## config.mk

```make
export PLATFORM = sky130hd
export DESIGN_NAME = spike_shift_detector_flat
export DESIGN_NICKNAME = d
export VERILOG_FILES = /design/src/rtl/spike_shift_detector_pkg.sv /design/src/rtl/spike_shift_detector_if.sv /design/src/rtl/spike_shift_detector_vec_shift.sv /design/src/rtl/spike_shift_detector.sv /design/src/flat_wrapper.sv
export SDC_FILE = /design/constraint.sdc
export NUM_CORES = 1
export LEC_CHECK = 0
export CAP_MARGIN = 20
export CORE_MARGIN = 1.5
export CORE_UTILIZATION = 35
export DETAILED_ROUTE_END_ITERATION = 8
export HOLD_SLACK_MARGIN = 0.12
export SETUP_SLACK_MARGIN = 0.4
export SLEW_MARGIN = 20
export SYNTH_ARGS = -nofsm -noshare
export SYNTH_HDL_FRONTEND = slang
export SYNTH_SLANG_ARGS = --single-unit
export TNS_END_PERCENT = 10
```

## constraint.sdc

```tcl
create_clock -name clock -period 3.9 [get_ports clock]
set_clock_uncertainty 0.05 [all_clocks]
set_input_delay 0.78 -clock clock [delete_from_list [all_inputs] [get_ports clock]]
set_output_delay 0.78 -clock clock [all_outputs]
set_load 0.03 [all_outputs]
```

## src/rtl/spike_shift_detector_pkg.sv

```systemverilog
// Shared types and helpers for the spike shift detector and the shifter's encoder side.
package spike_pkg;

  typedef enum logic [1:0] {IDLE, SEARCH, DONE} state_t;

  // Wide enough for any candidate index the detector is configured with.
  typedef logic [7:0] shift_idx_t;

  // Returns bit 'pos' of the one-hot encoding of 'idx'.
  function automatic logic onehot_from_idx(shift_idx_t idx, shift_idx_t pos);
    return idx == pos;
  endfunction

  function automatic int shift_from_idx(shift_idx_t idx, shift_idx_t max_mag);
    return int'(idx) - int'(max_mag);
  endfunction

endpackage

```

## src/rtl/spike_shift_detector_if.sv

```systemverilog
// Request/result handshake bundle between a producer/consumer and the detector.
interface spike_shift_detector_if #(
  parameter int LEN           = 8,
  parameter int MAX_SHIFT_MAG = 2
) ();
  logic [0:LEN-1]             ref_ip;
  logic [0:LEN-1]             obs_ip;
  logic                       in_valid;
  logic                       in_ready;
  logic [0:2*MAX_SHIFT_MAG]   shift_mag;
  logic                       match;
  logic                       out_valid;
  logic                       out_ready;

  modport master (
    output ref_ip, obs_ip, in_valid, out_ready,
    input  in_ready, shift_mag, match, out_valid
  );

  modport slave (
    input  ref_ip, obs_ip, in_valid, out_ready,
    output in_ready, shift_mag, match, out_valid
  );
endinterface

```

## src/rtl/spike_shift_detector_vec_shift.sv

```systemverilog
// Combinational shift of a spike vector by a signed slot count (positive = delay).
module spike_vec_shift #(
  parameter int LEN         = 8,
  parameter bit WRAP_AROUND = 1'b0
) (
  input  logic [0:LEN-1]      vec_i,
  input  logic signed [31:0]  shift_i,
  output logic [0:LEN-1]      vec_o
);
  logic [31:0] mag;
  logic [31:0] rot;

  always_comb begin
    mag = shift_i[31] ? 32'(-shift_i) : 32'(shift_i);
    rot = mag % 32'(LEN);
    if (WRAP_AROUND) begin
      if (shift_i[31]) vec_o = (vec_i >> rot) | (vec_i << (32'(LEN) - rot));
      else             vec_o = (vec_i << rot) | (vec_i >> (32'(LEN) - rot));
    end else if (mag >= 32'(LEN)) begin
      vec_o = '0;
    end else if (shift_i[31]) begin
      vec_o = vec_i >> mag;
    end else begin
      vec_o = vec_i << mag;
    end
  end
endmodule

```

## src/rtl/spike_shift_detector.sv

```systemverilog
// Searches candidate shifts one per cycle and reports the first that maps ref onto obs.
module spike_shift_detector
  import spike_pkg::*;
#(
  parameter int LEN           = 8,
  parameter int MAX_SHIFT_MAG = 2,
  parameter bit WRAP_AROUND   = 1'b0
) (
  input  logic                   clock,
  input  logic                   reset,
  spike_shift_detector_if.slave  bus
);
  localparam int NCAND = 2 * MAX_SHIFT_MAG + 1;
  localparam int IDX_W = $clog2(NCAND);

  state_t             state_q, state_d;
  logic [IDX_W-1:0]   idx_q, idx_d;
  logic [0:LEN-1]     ref_q, ref_d;
  logic [0:LEN-1]     obs_q, obs_d;
  logic [0:NCAND-1]   shift_mag_q, shift_mag_d;
  logic               match_q, match_d;
  logic [0:LEN-1]     cand;
  logic signed [31:0] cand_shift;

  assign cand_shift = shift_from_idx(shift_idx_t'(idx_q), shift_idx_t'(MAX_SHIFT_MAG));

  // One shifter, time-multiplexed over all candidates.
  spike_vec_shift #(.LEN(LEN), .WRAP_AROUND(WRAP_AROUND)) u_shift (
    .vec_i   (ref_q),
    .shift_i (cand_shift),
    .vec_o   (cand)
  );

  assign bus.in_ready  = (state_q == IDLE) && !reset;
  assign bus.out_valid = (state_q == DONE);
  assign bus.shift_mag = shift_mag_q;
  assign bus.match     = match_q;

  always_comb begin
    state_d     = state_q;
    idx_d       = idx_q;
    ref_d       = ref_q;
    obs_d       = obs_q;
    shift_mag_d = shift_mag_q;
    match_d     = match_q;
    unique case (state_q)
      IDLE: begin
        if (bus.in_valid) begin
          ref_d   = bus.ref_ip;
          obs_d   = bus.obs_ip;
          idx_d   = '0;
          state_d = SEARCH;
        end
      end
      SEARCH: begin
        if (ref_q == '0) begin
          // Nothing to align: report zero shift, matching only an empty observation.
          for (int i = 0; i < NCAND; i++)
            shift_mag_d[i] = onehot_from_idx(shift_idx_t'(MAX_SHIFT_MAG), shift_idx_t'(i));
          match_d = (obs_q == '0);
          state_d = DONE;
        end else if (cand == obs_q) begin
          for (int i = 0; i < NCAND; i++)
            shift_mag_d[i] = onehot_from_idx(shift_idx_t'(idx_q), shift_idx_t'(i));
          match_d = 1'b1;
          state_d = DONE;
        end else if (idx_q == IDX_W'(NCAND - 1)) begin
          shift_mag_d = '0;
          match_d     = 1'b0;
          state_d     = DONE;
        end else begin
          idx_d = idx_q + 1'b1;
        end
      end
      DONE: begin
        if (bus.out_ready) state_d = IDLE;
      end
      default: state_d = IDLE;
    endcase
  end

  always_ff @(posedge clock) begin
    if (reset) begin
      state_q     <= IDLE;
      idx_q       <= '0;
      shift_mag_q <= '0;
      match_q     <= 1'b0;
    end else begin
      state_q     <= state_d;
      idx_q       <= idx_d;
      shift_mag_q <= shift_mag_d;
      match_q     <= match_d;
    end
  end

  always_ff @(posedge clock) begin
    ref_q <= ref_d;
    obs_q <= obs_d;
  end
endmodule

```

## src/flat_wrapper.sv

```systemverilog
// flat-port wrapper written by rule: the top's interface ports become plain ports
module spike_shift_detector_flat import spike_pkg::*;
#(
  parameter int LEN           = 8,
  parameter int MAX_SHIFT_MAG = 2,
  parameter bit WRAP_AROUND   = 1'b0
)
  (clock, reset, bus_ref_ip, bus_obs_ip, bus_in_valid, bus_out_ready, bus_in_ready, bus_shift_mag, bus_match, bus_out_valid);
  spike_shift_detector_if #(.LEN(LEN), .MAX_SHIFT_MAG(MAX_SHIFT_MAG)) bus_i ();
  input  logic clock;
  input  logic reset;
  input wire logic [$bits(bus_i.ref_ip)-1:0] bus_ref_ip;
  input wire logic [$bits(bus_i.obs_ip)-1:0] bus_obs_ip;
  input wire logic [$bits(bus_i.in_valid)-1:0] bus_in_valid;
  input wire logic [$bits(bus_i.out_ready)-1:0] bus_out_ready;
  output wire logic [$bits(bus_i.in_ready)-1:0] bus_in_ready;
  output wire logic [$bits(bus_i.shift_mag)-1:0] bus_shift_mag;
  output wire logic [$bits(bus_i.match)-1:0] bus_match;
  output wire logic [$bits(bus_i.out_valid)-1:0] bus_out_valid;
  assign bus_i.ref_ip = bus_ref_ip;
  assign bus_i.obs_ip = bus_obs_ip;
  assign bus_i.in_valid = bus_in_valid;
  assign bus_i.out_ready = bus_out_ready;
  assign bus_in_ready = bus_i.in_ready;
  assign bus_shift_mag = bus_i.shift_mag;
  assign bus_match = bus_i.match;
  assign bus_out_valid = bus_i.out_valid;
  spike_shift_detector #(.LEN(LEN), .MAX_SHIFT_MAG(MAX_SHIFT_MAG), .WRAP_AROUND(WRAP_AROUND)) u_core (.clock(clock), .reset(reset), .bus(bus_i));
endmodule
```

==> flow_summary_export.csv, run 1 <==
group,metric,value,unit
clocking,clock-root-buffer,"clkbuf_8",
sta,slew_viol_final,0,
logic_synthesis,synth_cell_types,63,
logic_synthesis,synth-seq-area-share,0.332,
floorplan,dieArea,0.00651,mm^2
sta,maxSlewHeadroom,0.555,
min_path,hold_path_class,"reg -> reg",
logic_synthesis,synth_top_area_share,0.227,
drt,vias_per_cell,5.82,
sta,timing.hold.ws,0.420,ns
pwr,p_clk_frac,0.223,
sta,max_freq,300,MHz
logic_synthesis,synth_area_leaders,"edfxtp_1, dfxtp_1, ha_1",
logic_synthesis,synth_most_common_cell,"nand2_1",
setup_path,r2r_slack,0.57,ns
grt,antenna_found_initial,0,
final_layout,final_layout_size_suffix_gt1_frac,0.193,
clocking,cts_tree,"built",
pwr,combPwrFrac,0.343,
place,dp_hpwl,3820,um
drt,drc_errors,0,
floorplan,dieWidth,80.7,um
clocking,clk_path_buf_depth,2,
grt,grt_pass1_vias,1720,
pwr,power_density,293,mW/mm^2
final_layout,finish.instance_area,0.00264,mm^2
min_path,min_path_cells,2,
setup_path,reg2regPathDepth,12,
clocking,cts-hold-fix-buffers,0,
clocking,clk_latency,0.29,ns
pwr,p_leak,0.913,nW
logic_synthesis,syn_inst,216,
grt,gr-total-overflow,0,
pwr,swShare,0.329,
grt,grt.total_usage,0.170,
drt,drtAntennaViolNets,0,
logic_synthesis,async_flop_share,0,
sta,setup_viol,0,
drt,dr.pass1.iters,4,
drt,drt_wl_total,5370,um
pwr,ir_worst_vdd,0.190,mV
final_layout,diodes,0,
place,place_area,0.00246,mm^2
logic_synthesis,synth_edf_count,16,
pwr,finalPower,0.774,mW
clocking,htree_num_levels,1,
drt,first_iter_violations,87,
setup_path,cp-start-kind,"flip-flop",
sta,grt_setup_unrepaired,"false",
logic_synthesis,synth_common_cells,"nand2_1, edfxtp_1, dfxtp_1, nor2_1",
min_path,hp-start,"u_core.bus.match",
place,io_buffers,27,
setup_path,crit_fanout,11,
logic_synthesis,synthFlopType,"edfxtp_1",
floorplan,rows,28,
setup_path,required,4.07,ns
logic_synthesis,avgSynthCellArea,9.78,um^2
floorplan,core,0.00589,mm^2
setup_path,r2r_start,"u_core.idx_q[1]",
floorplan,ios,28,
pwr,internal-power,0.519,mW
setup_path,crit_type,"reg -> reg",
logic_synthesis,syn_area,0.00211,mm^2
grt,grt_first_pass_wirelength,8560,um
sta,hold_viol,0,
drt,vias,1857,
logic_synthesis,syn_nets,244,
place,gp_congestion,0.890,
setup_path,arrival,3.50,ns
setup_path,critPathLaunch,"u_core.idx_q[1]",
drt,wire_per_inst,16.8,um
run_status,status,"complete, no violations",
final_layout,fill_cells,599,
logic_synthesis,synth_top_cell_by_area,"edfxtp_1",
logic_synthesis,synth-seq-cells,27,
sta,fin_crit_sh,0.854,
floorplan,die_h,80.7,um
flow_run,maxCapViolations,0,
final_layout,nNetsFinal,273,
clocking,cts-buffers-inserted,3,
final_layout,syn2layout_area_growth,24.8,%
min_path,hold_path_end,"u_core.bus.match",
clocking,cts.clk_slew.worst_paths,0.10,ns
pwr,p_sw,0.255,mW
final_layout,fin_util,0.448,
logic_synthesis,yosysWarningCount,0,
setup_path,reg2reg_to,"u_core.bus.shift_mag[1]",
floorplan,start_util,0.359,
sta,fin_tns_setup,0,ns
grt,grt_max_degree,25,
pwr,seqPwrFrac,0.435,
clocking,clock_sinks,27,
setup_path,cp-end-kind,"flip-flop",
sta,tightest_slew,0.664,ns
sta,fin_crit,3.33,ns
==> registers in the layout (all words and copies together), names as in the netlist <==
signal and flops:
u_core.idx_q 3, u_core.ref_q 8, u_core.obs_q 8, u_core.bus.match 1, u_core.bus.shift_mag 5, u_core.state_q 2
==> critical path: stages, from the launching register on <==
cell        delay (ns)
dfxtp_4           0.43
clkinvlp_4        0.19
ha_4              0.26
mux2i_4           0.20
buf_6             0.16
nor3_2            0.26
nand2_1           0.09
a32o_1            0.29
a2111oi_4         0.29
nor4b_4           0.40
nand3_4           0.17
a21oi_4           0.27
mux2i_1           0.21
==> routing by layer <==
layer  GRT usage  up-vias  part of all wire
li1            -      898                 -
met1       0.251      896              0.47
met2       0.257       56              0.46
met3      0.0205        7             0.055
met4      0.0569        0             0.015
met5           0        -                 0
==> worst max path at each step <==
| stage | endpoint | slack (ns) |
|---|---|---|
| finish | u_core.bus.shift_mag[1] | 0.57 |
| global route | u_core.bus.shift_mag[1] | 0.38 |
| detailed placement | u_core.idx_q[1] | 0.30 |
| CTS | u_core.bus.shift_mag[0] | 0.42 |
| floorplan | u_core.bus.match | 0.66 |
| global placement | u_core.idx_q[2] | 0.32 |
==> power by group through the flow <==
stage | registers, mW | logic [mW] | clock network [mW]
2_1_floorplan | 0.336 | 0.178 | 0
3_3_place_gp | 0.342 | 0.234 | 0
3_5_place_dp | 0.342 | 0.236 | 0
4_1_cts | 0.335 | 0.241 | 0.175
5_1_grt | 0.338 | 0.287 | 0.186
6_report | 0.336 | 0.265 | 0.172
==> final cells by class <==
class | count | area [um^2] | area share
tap | 75 | 93.8 | 0.0356
clock buffer | 3 | 41.3 | 0.0157
sequential | 27 | 704 | 0.267
clock inverter | 1 | 6.26 | 0.00237
timing repair buffer | 35 | 334 | 0.127
multi-input combinational | 169 | 1420 | 0.538
inverter | 9 | 37.5 | 0.0142
==> per-stage QoR <==
step                setup slack (ns)  std cells
global route                   0.377        319
floorplan                      0.655        216
detailed placement             0.296        313
CTS                            0.415        317
global placement               0.317        313
finish                         0.568        319
==> repair_timing <==
action / 4_1_cts / 5_1_grt
setup endpoints to repair: 10 / 11
resized for setup: 6 / 18
pin swaps: 0 / 6
cloned: 0 / 1
buffers inserted: 0 / 1
==> logic make-up (layout without fill, tap and decap cells) <==
kind of cell | Yosys count | after routing | synth area share
AOI/OAI and AO/OA | 46 | 46 | 0.175
buffers and inverters | 21 | 48 | 0.0515
muxes | 18 | 19 | 0.126
DFF | 27 | 27 | 0.332
and+or+nand+nor | 90 | 90 | 0.241
xor gates and xnor gates | 6 | 6 | 0.0284
adders and majority gates | 8 | 8 | 0.0474
==> cells in the final DEF, fill, tap and decap left out, types with 3 or more instances in the layout <==
cell type | netlist | final
a21oi_1 | 5 | 5
a31oi_1 | 4 | 4
buf_4 | 1 | 7
clkbuf_8 | 0 | 3
clkdlybuf4s50_1 | 0 | 27
dfxtp_1 | 11 | 10
edfxtp_1 | 16 | 16
ha_1 | 8 | 4
inv_1 | 8 | 6
mux2_2 | 2 | 3
mux2i_1 | 8 | 8
mux4_2 | 3 | 4
nand2_1 | 20 | 20
nand2b_1 | 8 | 7
nand3_1 | 5 | 5
nand4_1 | 9 | 9
nor2_1 | 10 | 10
nor2b_1 | 8 | 8
nor3_1 | 9 | 8
nor4_1 | 4 | 4
o21ai_0 | 4 | 4
o32ai_1 | 3 | 3
xor2_1 | 5 | 5
Power figures use the tool's default switching activity.
==> inputs of run 2 (changes only) <==
MAX_ROUTING_LAYER = met4   (was not set)
==> run 2 against run 1 <==
Against the previous run:
- utilization shrank 0.98 points
- critical path depth shrank 1
- final cell count shrank 0.31%
- clock power is essentially flat
- routed wire length shrank 2.7%
- maximum frequency shrank 1.6%
- total power shrank 2.1%
- critical path type unchanged
- highest routed layer unchanged
==> flow_summary_export.csv, run 2 (synthesis results as in run 1) <==
group,metric,value,unit
run_status,status,"complete, no violations",
grt,grt_pass1_vias,1701,
floorplan,ios,28,
clocking,clk_path_buf_depth,2,
floorplan,core,0.00589,mm^2
final_layout,diodes,0,
drt,wire_per_inst,16.4,um
sta,max_freq,295,MHz
place,dpl_worst_slack,0.388,ns
setup_path,cp-end-kind,"flip-flop",
pwr,ir_worst_vdd,0.166,mV
floorplan,rows,28,
place,gp_congestion,0.870,
final_layout,final_common_cell,"clkdlybuf4s50_1",
sta,fin_tns_setup,0,ns
pwr,p_leak,0.904,nW
sta,fin_crit,3.39,ns
floorplan,dieWidth,80.7,um
setup_path,cp-start-kind,"flip-flop",
final_layout,fin_util,0.438,
drt,vias_per_cell,5.88,
clocking,cts_tree,"built",
drt,drtAntennaViolNets,0,
floorplan,die_h,80.7,um
setup_path,crit_family,"multiplexers",
min_path,hold_path_class,"reg -> reg",
grt,grt_first_pass_wirelength,8530,um
setup_path,required,4.08,ns
drt,first_iter_violations,156,
setup_path,arrival,3.56,ns
drt,wl_met1,2440,um
sta,grt_setup_unrepaired,"true",
sta,finalWorstSetupSlack,0.514,ns
sta,hold_viol,0,
sta,tightest_slew,0.562,ns
place,io_buffers,27,
clocking,cts-hold-fix-buffers,0,
final_layout,syn2layout_area_growth,22.1,%
place,dp_hpwl,3760,um
clocking,clock-root-buffer,"clkbuf_8",
drt,dr.max_layer_used,"met4",
clocking,clk_latency,0.29,ns
final_layout,final_layout_size_suffix_gt1_frac,0.169,
clocking,post_cts_buffers,0,
grt,antenna_found_initial,0,
setup_path,crit_fanout,11,
sta,fin_crit_sh,0.868,
sta,maxSlewHeadroom,0.623,
setup_path,slowest_delay,0.56,ns
grt,gr-total-overflow,0,
drt,drc_errors,0,
clocking,cts-buffers-inserted,3,
final_layout,layout_common_cells,"clkdlybuf4s50_1, nand2_1, edfxtp_1, nor2_1, dfxtp_1",
drt,drt_wl_total,5230,um
clocking,cts.clk_slew.worst_paths,0.10,ns
final_layout,nNetsFinal,272,
floorplan,start_util,0.359,
clocking,htree_num_levels,1,
setup_path,crit_buf_inv,2,
floorplan,dieArea,0.00651,mm^2
sta,setup_viol,0,
grt,grt_max_degree,25,
drt,vias,1870,
clocking,clock_sinks,27,
setup_path,cp_cell_sequence,"inv_1, ha_1, mux2i_2, buf_4, mux4_1, a211oi_1, xor2_1, and3_1, nand3_4, a21oi_4, mux2i_1",
drt,dr.pass1.iters,4,
drt,met3_wirelength,281,um
setup_path,crit_type,"reg -> reg",
pwr,power_density,294,mW/mm^2
sta,slew_viol_final,0,
grt,grt.total_usage,0.177,
flow_run,maxCapViolations,0,
drt,route.met2.wl,2400,um
setup_path,cp_slowest_cell,"mux4_1",
[run 2: worst paths after layout]
check | depth (start not counted) | slack [ns] | to | start
worst min register to register | 2 | 0.43 | u_core.bus.shift_mag[1] | u_core.bus.shift_mag[1]
worst max-delay path | 11 | 0.51 | u_core.bus.shift_mag[0] | u_core.idx_q[1]
worst max register to register | 11 | 0.51 | u_core.bus.shift_mag[0] | u_core.idx_q[1]
worst min-delay path | 2 | 0.43 | u_core.bus.shift_mag[1] | u_core.bus.shift_mag[1]
[run 2: repair_timing]
item                                    in CTS  in global routing
gates resized for setup                      1                 13
endpoints found under the setup margin       9                 11
pin swaps                                    0                  4
gates cloned                                 0                  0
[run 2: per-layer routing]
| layer | GRT usage | up-vias |
|---|---|---|
| li1 | - | 891 |
| met1 | 0.252 | 901 |
| met2 | 0.256 | 65 |
| met3 | 0.0239 | 13 |
| met4 | 0.0569 | 0 |
| met5 | - | - |
[run 2: layout make-up]
| class | count | area [um^2] |
|---|---|---|
| Sequential cell | 27 | 702 |
| Inverter | 9 | 33.8 |
| Fill cell | 567 | 3310 |
| Clock inverter | 1 | 6.26 |
| Tap cell | 75 | 93.8 |
| Timing Repair Buffer | 35 | 330 |
| Clock buffer | 3 | 41.3 |
| Multi-Input combinational cell | 168 | 1370 |
[run 2: stage by stage]
| stage | std cells | power [mW] | area [um^2] | hold slack (ns) |
|---|---|---|---|---|
| after floorplan | 216 | 0.514 | 2110 | 0.429 |
| after global placement | 314 | 0.579 | 2470 | 0.407 |
| after detailed placement | 314 | 0.577 | 2470 | 0.414 |
| after CTS | 318 | 0.751 | 2530 | 0.432 |
| after global routing | 318 | 0.800 | 2580 | 0.450 |
| final | 318 | 0.758 | 2580 | 0.427 |
[run 2: where the power goes]
part | internal, mW | switching (mW) | total, mW
clock network | 0.0734 | 0.0953 | 0.169
logic | 0.119 | 0.134 | 0.253
registers | 0.319 | 0.0173 | 0.336
[run 2: worst min-delay path: cells and delay by family (launching register included)]
kind | cells | cell delay, ns
muxes | 1 | 0.05
DFF | 1 | 0.33
and+or+nand+nor | 1 | 0.06
==> RTL edit: new RTL, settings of run 2 <==
`LEN` is set to 8 in 4 places; all go to 16.
--- a/src/rtl/spike_shift_detector_if.sv
+++ b/src/rtl/spike_shift_detector_if.sv
@@ -1,5 +1,5 @@
 // Request/result handshake bundle between a producer/consumer and the detector.
 interface spike_shift_detector_if #(
-  parameter int LEN           = 8,
+  parameter int LEN           = 16,
   parameter int MAX_SHIFT_MAG = 2
 ) ();
--- a/src/rtl/spike_shift_detector_vec_shift.sv
+++ b/src/rtl/spike_shift_detector_vec_shift.sv
@@ -1,5 +1,5 @@
 // Combinational shift of a spike vector by a signed slot count (positive = delay).
 module spike_vec_shift #(
-  parameter int LEN         = 8,
+  parameter int LEN         = 16,
   parameter bit WRAP_AROUND = 1'b0
 ) (
--- a/src/rtl/spike_shift_detector.sv
+++ b/src/rtl/spike_shift_detector.sv
@@ -3,5 +3,5 @@
   import spike_pkg::*;
 #(
-  parameter int LEN           = 8,
+  parameter int LEN           = 16,
   parameter int MAX_SHIFT_MAG = 2,
   parameter bit WRAP_AROUND   = 1'b0
--- a/src/flat_wrapper.sv
+++ b/src/flat_wrapper.sv
@@ -2,5 +2,5 @@
 module spike_shift_detector_flat import spike_pkg::*;
 #(
-  parameter int LEN           = 8,
+  parameter int LEN           = 16,
   parameter int MAX_SHIFT_MAG = 2,
   parameter bit WRAP_AROUND   = 1'b0
Interface: changed (resized bus_obs_ip and bus_ref_ip); port bits go from 28 to 44. The function was not compared with the original's and may differ.
==> RTL edit against run 2 <==
Wire length rose by 120%; final cell count rose by 74%; die area rose by 75%; design area rose by 80%; combinational power rose by 120%; worst setup slack got worse by 0.038 ns; global-route usage rose by 3.6 points; sequential share of layout area fell by 1.8 points; power rose by 87%; clock power rose by 80%; area after synthesis rose by 78%; sequential cell count rose by 16; highest routed layer unchanged.
==> RTL edit: results <==
[logic_synthesis]
avgSynthCellArea_um2 = 10.3
syn-num-nets = 409
ys_seq_area_frac = 0.314
synth-edff-count = 32
yosysUniqueCellTypes = 72
synthTopCellsByArea = "edfxtp_1 26%, mux2i_1 10%, mux4_2 7.2%"

[power_and_ir_drop]
total_leakage_power_uw = 0.00168
peakVddDrop_uv = 147

[sta]
fin_crit_sh = 0.878
worst_hold_slack_ns = 0.464
max-slew-margin-rel = 0.528

[place]
pre_cts_ws_ns = 0.129
place_inst = 532
portBuffers = 43
place_area_um2 = 4380
dp_hpwl_um = 8160
gp_congestion = 0.908

[grt]
grt_usage = 0.213
grt_max_degree = 39

[worst_setup_path]
r2r_cells = 12
startpoint = "u_core.idx_q[0]$_SDFFE_PP0P_"
worstPathArrival_ns = 3.58
worstReg2RegEnd = "u_core.idx_q[0]$_SDFFE_PP0P_"

[final_layout]
final-instance-count-excl-fill = 552
nets = 458
ff_latch_area_um2 = 1180
drive_above_1_share = 0.228
fillers = 1027

[clock_network]
clk_latency_ns = 0.32
post-cts-setup-buffers = 2
cts-htree-levels = 2
cts_resized = 10

[min_path]
hold_end = "u_core.bus.match$_SDFFE_PP0P_"
worstHoldStart = "u_core.bus.match$_SDFFE_PP0P_"

[outcome]
run_status = "finished clean"

[detailed_routing]
finalWirelength_um = 11600
drt_pass1_iterations = 5
viasPerCell = 6.17
first_iter_violations = 338
[RTL edit: cell types whose count changed after synthesis, sizes merged, moves of 4 or more]
cell	run 2	this run
mux4	5	18
o31ai	0	4
clkbuf	5	11
o211ai	2	7
a21boi	0	4
a21oi	6	12
nand2	20	35
nor2	10	31
mux2	3	10
mux2i	10	39
xnor2	1	5
a21o	0	5
edfxtp	16	32
buf	7	19
[RTL edit: routing by layer]
metal | global-route usage | part of all wire
met1 | 0.275 | 0.42
met2 | 0.317 | 0.45
met3 | 0.0371 | 0.078
met4 | 0.114 | 0.052
met5 | - | 0
[RTL edit: kinds of logic after synthesis]
| group | synth area share |
|---|---|
| fa+ha+maj | 0.0233 |
| buf+inv | 0.0526 |
| compound gates | 0.153 |
| xor+xnor | 0.0326 |
| flops | 0.314 |
| simple gates | 0.173 |
| mux | 0.252 |
[RTL edit: layout make-up]
type | instances | share of cell area
clock buffers | 6 | 0.0156
multi-input cells | 287 | 0.541
well taps | 136 | 0.0365
repair buffers | 71 | 0.141
clock inverters | 2 | 0.00269
flip-flops and latches | 43 | 0.255
inverters | 7 | 0.00860
[RTL edit: worst reg2reg max path, cell delays in order (launching register included)]
cell	delay, ns
dfxtp_2	0.36
inv_8	0.14
ha_4	0.24
mux2i_4	0.21
buf_6	0.15
buf_4	0.16
mux4_1	0.55
mux2i_1	0.23
mux2i_1	0.16
a2111oi_4	0.34
and4_4	0.34
a21boi_4	0.09
mux2_4	0.29
[RTL edit: power by group]
part	switching (uW)	leakage, uW	total (uW)	internal, uW
clock	178	0.0000412	304	126
combinational	275	0.00124	544	269
sequential	45.6	0.000397	568	523
total	499	0.00168	1420	918
